## src/rtl/packet_read_responder_if.sv

```systemverilog
// Read-request / memory / read-response bundle between the packet readers,
// the flat buffer line memory and the packet_read_responder.
interface packet_read_responder_if #(
   parameter int ID_W       = 2,
   parameter int PAGE_W     = 4,
   parameter int LINE_W     = 2,
   parameter int DATA_W     = 64,
   parameter int RESP_DEPTH = 4
);
   localparam int OCC_W = $clog2(RESP_DEPTH + 1);

   logic                     io_readReq_valid;
   logic                     io_readReq_ready;
   logic [ID_W-1:0]          io_readReq_bits_requestor;
   logic [PAGE_W-1:0]        io_readReq_bits_page;
   logic [LINE_W-1:0]        io_readReq_bits_line;
   logic                     io_mem_rd_en;
   logic [PAGE_W+LINE_W-1:0] io_mem_rd_addr;
   logic [DATA_W-1:0]        io_mem_rd_data;
   logic                     io_readResp_valid;
   logic                     io_readResp_ready;
   logic [ID_W-1:0]          io_readResp_bits_requestor;
   logic [PAGE_W-1:0]        io_readResp_bits_req_page;
   logic [LINE_W-1:0]        io_readResp_bits_req_line;
   logic [DATA_W-1:0]        io_readResp_bits_data;
   logic [OCC_W-1:0]         io_outstanding;

   // Responder side
   modport slave (
      input  io_readReq_valid, io_readReq_bits_requestor, io_readReq_bits_page,
             io_readReq_bits_line, io_mem_rd_data, io_readResp_ready,
      output io_readReq_ready, io_mem_rd_en, io_mem_rd_addr, io_readResp_valid,
             io_readResp_bits_requestor, io_readResp_bits_req_page,
             io_readResp_bits_req_line, io_readResp_bits_data, io_outstanding
   );

   // Reader / memory side
   modport master (
      output io_readReq_valid, io_readReq_bits_requestor, io_readReq_bits_page,
             io_readReq_bits_line, io_mem_rd_data, io_readResp_ready,
      input  io_readReq_ready, io_mem_rd_en, io_mem_rd_addr, io_readResp_valid,
             io_readResp_bits_requestor, io_readResp_bits_req_page,
             io_readResp_bits_req_line, io_readResp_bits_data, io_outstanding
   );
endinterface

```

## src/rtl/packet_read_responder.sv

```systemverilog
// Buffer-side read responder: issues line reads to a fixed-latency memory,
// tags returning data with its request and returns responses in order.
// Admission is credit based (in-flight + queued <= RESP_DEPTH), so the
// response FIFO can never overflow under response backpressure.
module packet_read_responder #(
   parameter int ID_W       = 2,
   parameter int PAGE_W     = 4,
   parameter int LINE_W     = 2,
   parameter int DATA_W     = 64,
   parameter int MEM_LAT    = 2,
   parameter int RESP_DEPTH = 4
) (
   input logic                    clock,
   input logic                    reset,
   packet_read_responder_if.slave bus
);
   localparam int OCC_W = $clog2(RESP_DEPTH + 1);
   localparam int PTR_W = (RESP_DEPTH > 1) ? $clog2(RESP_DEPTH) : 1;
   localparam int TAG_W = ID_W + PAGE_W + LINE_W;

   logic [OCC_W-1:0] occ;
   logic [PTR_W-1:0] wr_ptr;
   logic [PTR_W-1:0] rd_ptr;
   logic [PTR_W:0]   count;

   logic             vld_p [MEM_LAT];
   logic [TAG_W-1:0] tag_p [MEM_LAT];

   logic [TAG_W-1:0]  fifo_tag  [RESP_DEPTH];
   logic [DATA_W-1:0] fifo_data [RESP_DEPTH];

   logic             req_ready;
   logic             fire;
   logic             push;
   logic             pop;
   logic             resp_valid;
   logic [TAG_W-1:0] req_tag;
   logic [TAG_W-1:0] head_tag;

   // Credit check looks only at registered occupancy, never at valid.
   assign req_ready = (occ < OCC_W'(RESP_DEPTH));
   assign fire      = bus.io_readReq_valid & req_ready;
   assign req_tag   = {bus.io_readReq_bits_requestor, bus.io_readReq_bits_page,
                       bus.io_readReq_bits_line};

   assign bus.io_readReq_ready = req_ready;
   assign bus.io_mem_rd_en     = fire;
   assign bus.io_mem_rd_addr   = fire ? {bus.io_readReq_bits_page, bus.io_readReq_bits_line} : '0;

   // Memory data is valid exactly when the tag sits in the last pipeline stage.
   assign push       = vld_p[MEM_LAT-1];
   assign resp_valid = (count != '0);
   assign pop        = resp_valid & bus.io_readResp_ready;
   assign head_tag   = resp_valid ? fifo_tag[rd_ptr] : '0;

   assign bus.io_readResp_valid = resp_valid;
   assign {bus.io_readResp_bits_requestor, bus.io_readResp_bits_req_page,
           bus.io_readResp_bits_req_line} = head_tag;
   assign bus.io_readResp_bits_data = resp_valid ? fifo_data[rd_ptr] : '0;
   assign bus.io_outstanding        = occ;

   // Control state: tag valids, FIFO pointers/count and occupancy credit.
   always_ff @(posedge clock) begin
      if (reset) begin
         for (int i = 0; i < MEM_LAT; i++) vld_p[i] <= 1'b0;
         wr_ptr <= '0;
         rd_ptr <= '0;
         count  <= '0;
         occ    <= '0;
      end else begin
         vld_p[0] <= fire;
         for (int i = 1; i < MEM_LAT; i++) vld_p[i] <= vld_p[i-1];
         if (push) begin
            assert (count < (PTR_W+1)'(RESP_DEPTH));
            wr_ptr <= (wr_ptr == PTR_W'(RESP_DEPTH - 1)) ? '0 : wr_ptr + 1'b1;
         end
         if (pop) rd_ptr <= (rd_ptr == PTR_W'(RESP_DEPTH - 1)) ? '0 : rd_ptr + 1'b1;
         count <= count + (PTR_W+1)'(push) - (PTR_W+1)'(pop);
         occ   <= occ + OCC_W'(fire) - OCC_W'(pop);
      end
   end

   // Data path: tag shift pipeline and FIFO storage (not reset; gated by valids).
   always_ff @(posedge clock) begin
      tag_p[0] <= req_tag;
      for (int i = 1; i < MEM_LAT; i++) tag_p[i] <= tag_p[i-1];
      if (push) begin
         fifo_tag[wr_ptr]  <= tag_p[MEM_LAT-1];
         fifo_data[wr_ptr] <= bus.io_mem_rd_data;
      end
   end
endmodule

```

## src/flat_wrapper.sv

```systemverilog
// flat-port wrapper written by rule: the top's interface ports become plain ports
module packet_read_responder_flat 
#(
   parameter int ID_W       = 2,
   parameter int PAGE_W     = 4,
   parameter int LINE_W     = 2,
   parameter int DATA_W     = 64,
   parameter int MEM_LAT    = 2,
   parameter int RESP_DEPTH = 4
)
  (clock, reset, bus_io_readReq_valid, bus_io_readReq_bits_requestor, bus_io_readReq_bits_page, bus_io_readReq_bits_line, bus_io_mem_rd_data, bus_io_readResp_ready, bus_io_readReq_ready, bus_io_mem_rd_en, bus_io_mem_rd_addr, bus_io_readResp_valid, bus_io_readResp_bits_requestor, bus_io_readResp_bits_req_page, bus_io_readResp_bits_req_line, bus_io_readResp_bits_data, bus_io_outstanding);
  packet_read_responder_if #(.ID_W(ID_W), .PAGE_W(PAGE_W), .LINE_W(LINE_W), .DATA_W(DATA_W), .RESP_DEPTH(RESP_DEPTH)) bus_i ();
  input logic clock;
  input logic reset;
  input wire logic [$bits(bus_i.io_readReq_valid)-1:0] bus_io_readReq_valid;
  input wire logic [$bits(bus_i.io_readReq_bits_requestor)-1:0] bus_io_readReq_bits_requestor;
  input wire logic [$bits(bus_i.io_readReq_bits_page)-1:0] bus_io_readReq_bits_page;
  input wire logic [$bits(bus_i.io_readReq_bits_line)-1:0] bus_io_readReq_bits_line;
  input wire logic [$bits(bus_i.io_mem_rd_data)-1:0] bus_io_mem_rd_data;
  input wire logic [$bits(bus_i.io_readResp_ready)-1:0] bus_io_readResp_ready;
  output wire logic [$bits(bus_i.io_readReq_ready)-1:0] bus_io_readReq_ready;
  output wire logic [$bits(bus_i.io_mem_rd_en)-1:0] bus_io_mem_rd_en;
  output wire logic [$bits(bus_i.io_mem_rd_addr)-1:0] bus_io_mem_rd_addr;
  output wire logic [$bits(bus_i.io_readResp_valid)-1:0] bus_io_readResp_valid;
  output wire logic [$bits(bus_i.io_readResp_bits_requestor)-1:0] bus_io_readResp_bits_requestor;
  output wire logic [$bits(bus_i.io_readResp_bits_req_page)-1:0] bus_io_readResp_bits_req_page;
  output wire logic [$bits(bus_i.io_readResp_bits_req_line)-1:0] bus_io_readResp_bits_req_line;
  output wire logic [$bits(bus_i.io_readResp_bits_data)-1:0] bus_io_readResp_bits_data;
  output wire logic [$bits(bus_i.io_outstanding)-1:0] bus_io_outstanding;
  assign bus_i.io_readReq_valid = bus_io_readReq_valid;
  assign bus_i.io_readReq_bits_requestor = bus_io_readReq_bits_requestor;
  assign bus_i.io_readReq_bits_page = bus_io_readReq_bits_page;
  assign bus_i.io_readReq_bits_line = bus_io_readReq_bits_line;
  assign bus_i.io_mem_rd_data = bus_io_mem_rd_data;
  assign bus_i.io_readResp_ready = bus_io_readResp_ready;
  assign bus_io_readReq_ready = bus_i.io_readReq_ready;
  assign bus_io_mem_rd_en = bus_i.io_mem_rd_en;
  assign bus_io_mem_rd_addr = bus_i.io_mem_rd_addr;
  assign bus_io_readResp_valid = bus_i.io_readResp_valid;
  assign bus_io_readResp_bits_requestor = bus_i.io_readResp_bits_requestor;
  assign bus_io_readResp_bits_req_page = bus_i.io_readResp_bits_req_page;
  assign bus_io_readResp_bits_req_line = bus_i.io_readResp_bits_req_line;
  assign bus_io_readResp_bits_data = bus_i.io_readResp_bits_data;
  assign bus_io_outstanding = bus_i.io_outstanding;
  packet_read_responder #(.ID_W(ID_W), .PAGE_W(PAGE_W), .LINE_W(LINE_W), .DATA_W(DATA_W), .MEM_LAT(MEM_LAT), .RESP_DEPTH(RESP_DEPTH)) u_core (.clock(clock), .reset(reset), .bus(bus_i));
endmodule
```

## config.mk

```make
export PLATFORM = sky130hd
export DESIGN_NAME = packet_read_responder_flat
export DESIGN_NICKNAME = d
export VERILOG_FILES = /design/src/rtl/packet_read_responder_if.sv /design/src/rtl/packet_read_responder.sv /design/src/flat_wrapper.sv
export SDC_FILE = /design/constraint.sdc
export NUM_CORES = 1
export LEC_CHECK = 0
export BUFFER_PORTS_ARGS = -buffer_cell sky130_fd_sc_hd__buf_2
export CAP_MARGIN = 40
export CORE_ASPECT_RATIO = 0.5
export CORE_MARGIN = 1.5
export CORE_UTILIZATION = 60
export CTS_CLUSTER_DIAMETER = 60
export CTS_CLUSTER_SIZE = 30
export DETAILED_ROUTE_END_ITERATION = 6
export PLACE_DENSITY_LB_ADDON = 0.2
export SKIP_CTS_REPAIR_TIMING = 1
export SLEW_MARGIN = 20
export SYNTH_ARGS = -nofsm -noshare
export SYNTH_HDL_FRONTEND = slang
export SYNTH_SLANG_ARGS = --single-unit
```

## constraint.sdc

```tcl
create_clock -name clock -period 5.5 [get_ports clock]
set_input_delay 1.1 -clock clock [delete_from_list [all_inputs] [get_ports clock]]
set_output_delay 1.1 -clock clock [all_outputs]
set_load 0.05 [all_outputs]
```

==> flow_summary.toml <==
[power]
peakVddDrop_v = 0.000302
power_density_nw_per_um2 = 480
finalPower_mw = 6.49
power.leakage_nw = 4.65

[yosys]
postSynthAreaPerCell_um2 = 22.1
synth.distinct_cells = 25
yosys.area.top_type = "edfxtp_1"
synth_top_area_share = 0.720
synth_fp_nets = 629
synth_seq_cells = 318
synth_xor_area_frac = 0.00469
synth_top_family_by_area = "multiplexers"
syn_area_um2 = 12000
synthAdderAreaFrac = 0.0106
synth_cells = 544
synth_mux_area_frac = 0.141
synth-simple-area-share = 0.0517
yosysSeqAreaShare = 0.770
yosysWarningCount = 0
synthTopCellsByArea = "edfxtp_1, mux4_2, dfxtp_1, and2_1, buf_12"
synth-compound-area-share = 0.00115

[placement]
routabilityCongestion = 0.690
numPlacedInstances = 953
port_buffers = 159
place_hpwl_um = 12600

[cts]
clock_latency_ps = 500
clock_sinks = 318
cts.clk_slew.worst_paths_ps = 110
root_buffer = "clkbuf_16"
cts_max_level = 1
clk_path_buf_depth = 3
cts_buffers = 14
cts_tree = "yes"

[routing]
avgRoutedWirePerCell_um = 21.1
drt-pass1-iter-count = 5
viasPerCell = 5.54
drcViolationCount = 0
wirelength_um = 20600
drtAntennaViolNets = 0
num_vias = 5410
drt_iter0_drc = 411

[global_route]
antenna_found_initial = 1
grt-ovfl-total = 0
grt_max_degree = 56
grtUsageTotal = 0.200
grt_first_pass_wirelength_um = 30900
grt_pass1_vias = 5495

[sta]
slew_headroom = 0.440
fin_tns_setup_ps = 0
fin_worst_skew_ps = 13.6
post-route-min-period_ps = 3680
slew_viol_final = 0
rsz0062_at_grt = "no"
max_freq_mhz = 271
timing.hold.ws_ps = 337
final_hold_viol_count = 0
setup_viol = 0
fin_crit_sh = 0.670
worstMarginPinSlew_ps = 839

[setup_path]
crit_path_max_incr_delay_ps = 580
crit_chain = "buf_16, buf_12, mux4_1, and2_1, buf_2"
crit_path_start_kind = "flip-flop"
crit_arrival_ps = 2580
crit_type = "reg2out"
crit_fanout = 35
cp-end-kind = "output port"
worstPathRequired_ps = 4400
crit_path_top_delay_cell = "mux4_1"
r2r_slack_ps = 3380

[floorplan]
coreArea_um2 = 19500
rows = 36
start_util = 0.615
dieArea_um2 = 20900
die_y_um = 103
ios = 160
fp.dieW_um = 203

[cells_and_area]
layout-drive-gt1-share = 0.377
finalNetCount = 788
nFillCells = 1239
stdcell_count = 977
area_growth_pct = 12.6

[hold_path]
min_path_type = "reg2reg"

[status]
outcome = "completed"

[job]
cap_violations = 0
state kept, by name, indices dropped and copies added (netlist names), named ones only:
name                       count
u_core.count                   3
u_core.wr_ptr                  2
u_core.vld_p                   2
u_core.fifo_data             256
u_core.rd_ptr                  2
u_core.fifo_tag               32
u_core.bus.io_outstanding      3
u_core.tag_p                  16
layout make-up:
type	count	area [um2]	share of cell area
clock inverters	3	38.8	0.00287
clock buffers	20	404	0.0299
flip-flops and latches	318	9260	0.684
well taps	266	333	0.0246
multi-input cells	193	2520	0.186
repair buffers	169	943	0.0697
diodes	1	2.50	0.000185
inverters	7	26.3	0.00194
worst max-delay path, delay by kind of cell, from the launching register on:
| family | cells | cell delay (ps) |
|---|---|---|
| buffers and inverters | 3 | 800 |
| multiplexers | 1 | 580 |
| flip-flops | 1 | 480 |
| AND/OR/NAND/NOR | 1 | 160 |
where the power goes:
group	internal [mW]	leakage, nW	total, mW	switching, mW
clock	0.569	0.216	1.24	0.674
sequential	2.70	2.85	2.78	0.0755
combinational	0.777	1.58	2.47	1.69
stage by stage:
stage / setup slack, ps / util / instance area, um2
floorplan: 2320 / - / 12000
global placement: 2070 / 0.665 / 13000
detailed placement: 2290 / 0.669 / 13100
CTS: 1740 / 0.692 / 13500
global route: 1650 / 0.692 / 13500
finish: 1820 / 0.692 / 13500
cells in the mapped netlist:
cell / instances
edfxtp_1: 288
and2_1: 82
mux4_2: 70
dfxtp_1: 30
clkbuf_1: 10
buf_2: 8
buf_12: 7
ha_1: 7
inv_1: 7
nor2b_1: 6
nand2b_1: 5
nor2_1: 4
mux2_2: 3
mux2i_1: 3
fa_1: 2
mux4_1: 2
xor3_1: 2
a21oi_1: 1
buf_6: 1
nand2_1: 1
nor3_1: 1
o31a_1: 1
or3_1: 1
or3b_2: 1
xnor2_1: 1
cells in the final DEF (no fill, tap or decap):
| cell | instances |
|---|---|
| and2_1 | 78 |
| or3_2 | 1 |
| nor3_1 | 1 |
| and2_4 | 4 |
| a21oi_1 | 1 |
| buf_2 | 159 |
| buf_12 | 1 |
| clkinv_2 | 1 |
| inv_1 | 7 |
| xnor2_1 | 1 |
| or3b_2 | 1 |
| nor2_1 | 4 |
| clkbuf_8 | 1 |
| buf_4 | 6 |
| nor2b_1 | 6 |
| dfxtp_1 | 28 |
| o31a_1 | 1 |
| clkinv_1 | 1 |
| ha_1 | 7 |
| fa_1 | 2 |
| edfxtp_1 | 288 |
| mux4_1 | 2 |
| xor3_1 | 2 |
| mux4_2 | 70 |
| nand2_1 | 1 |
| nand2b_1 | 5 |
| buf_16 | 3 |
| clkbuf_16 | 15 |
| dfxtp_4 | 2 |
| clkbuf_1 | 4 |
| mux2i_1 | 3 |
| diode_2 | 1 |
| bufinv_16 | 1 |
| mux2_2 | 3 |
logic make-up (layout without fill, tap and decap cells):
logic type / after synthesis / in the layout
flops: 318 / 318
simple gates: 101 / 101
mux: 78 / 78
buf+inv: 33 / 199
fa+ha+maj: 9 / 9
xor+xnor: 3 / 3
compound gates: 2 / 2
other cells: 0 / 1
per-layer routing:
layer	track usage	wire, um	share of wire	vias up
li1	-	-	-	2465
met1	0.289	8800	0.43	2792
met2	0.337	10500	0.51	135
met3	0.0373	1120	0.054	18
met4	0.0268	199	0.0097	0
met5	0	0	0	-
path summary, 6_finish.rpt:
path | cells after the start | start | to
min | 0 | u_core.tag_p[0][3]$_DFF_P_ | u_core.tag_p[0][11]$_DFF_P_
min reg2reg | 0 | u_core.tag_p[0][3]$_DFF_P_ | u_core.tag_p[0][11]$_DFF_P_
max | 5 | flip-flop | bus_io_readResp_bits_requestor[1]
max reg2reg | 4 | u_core.wr_ptr[0]$_SDFFE_PP0P_ | u_core.fifo_data[2][47]$_DFFE_PP_
Note: power is estimated with default switching activity, not from simulation.
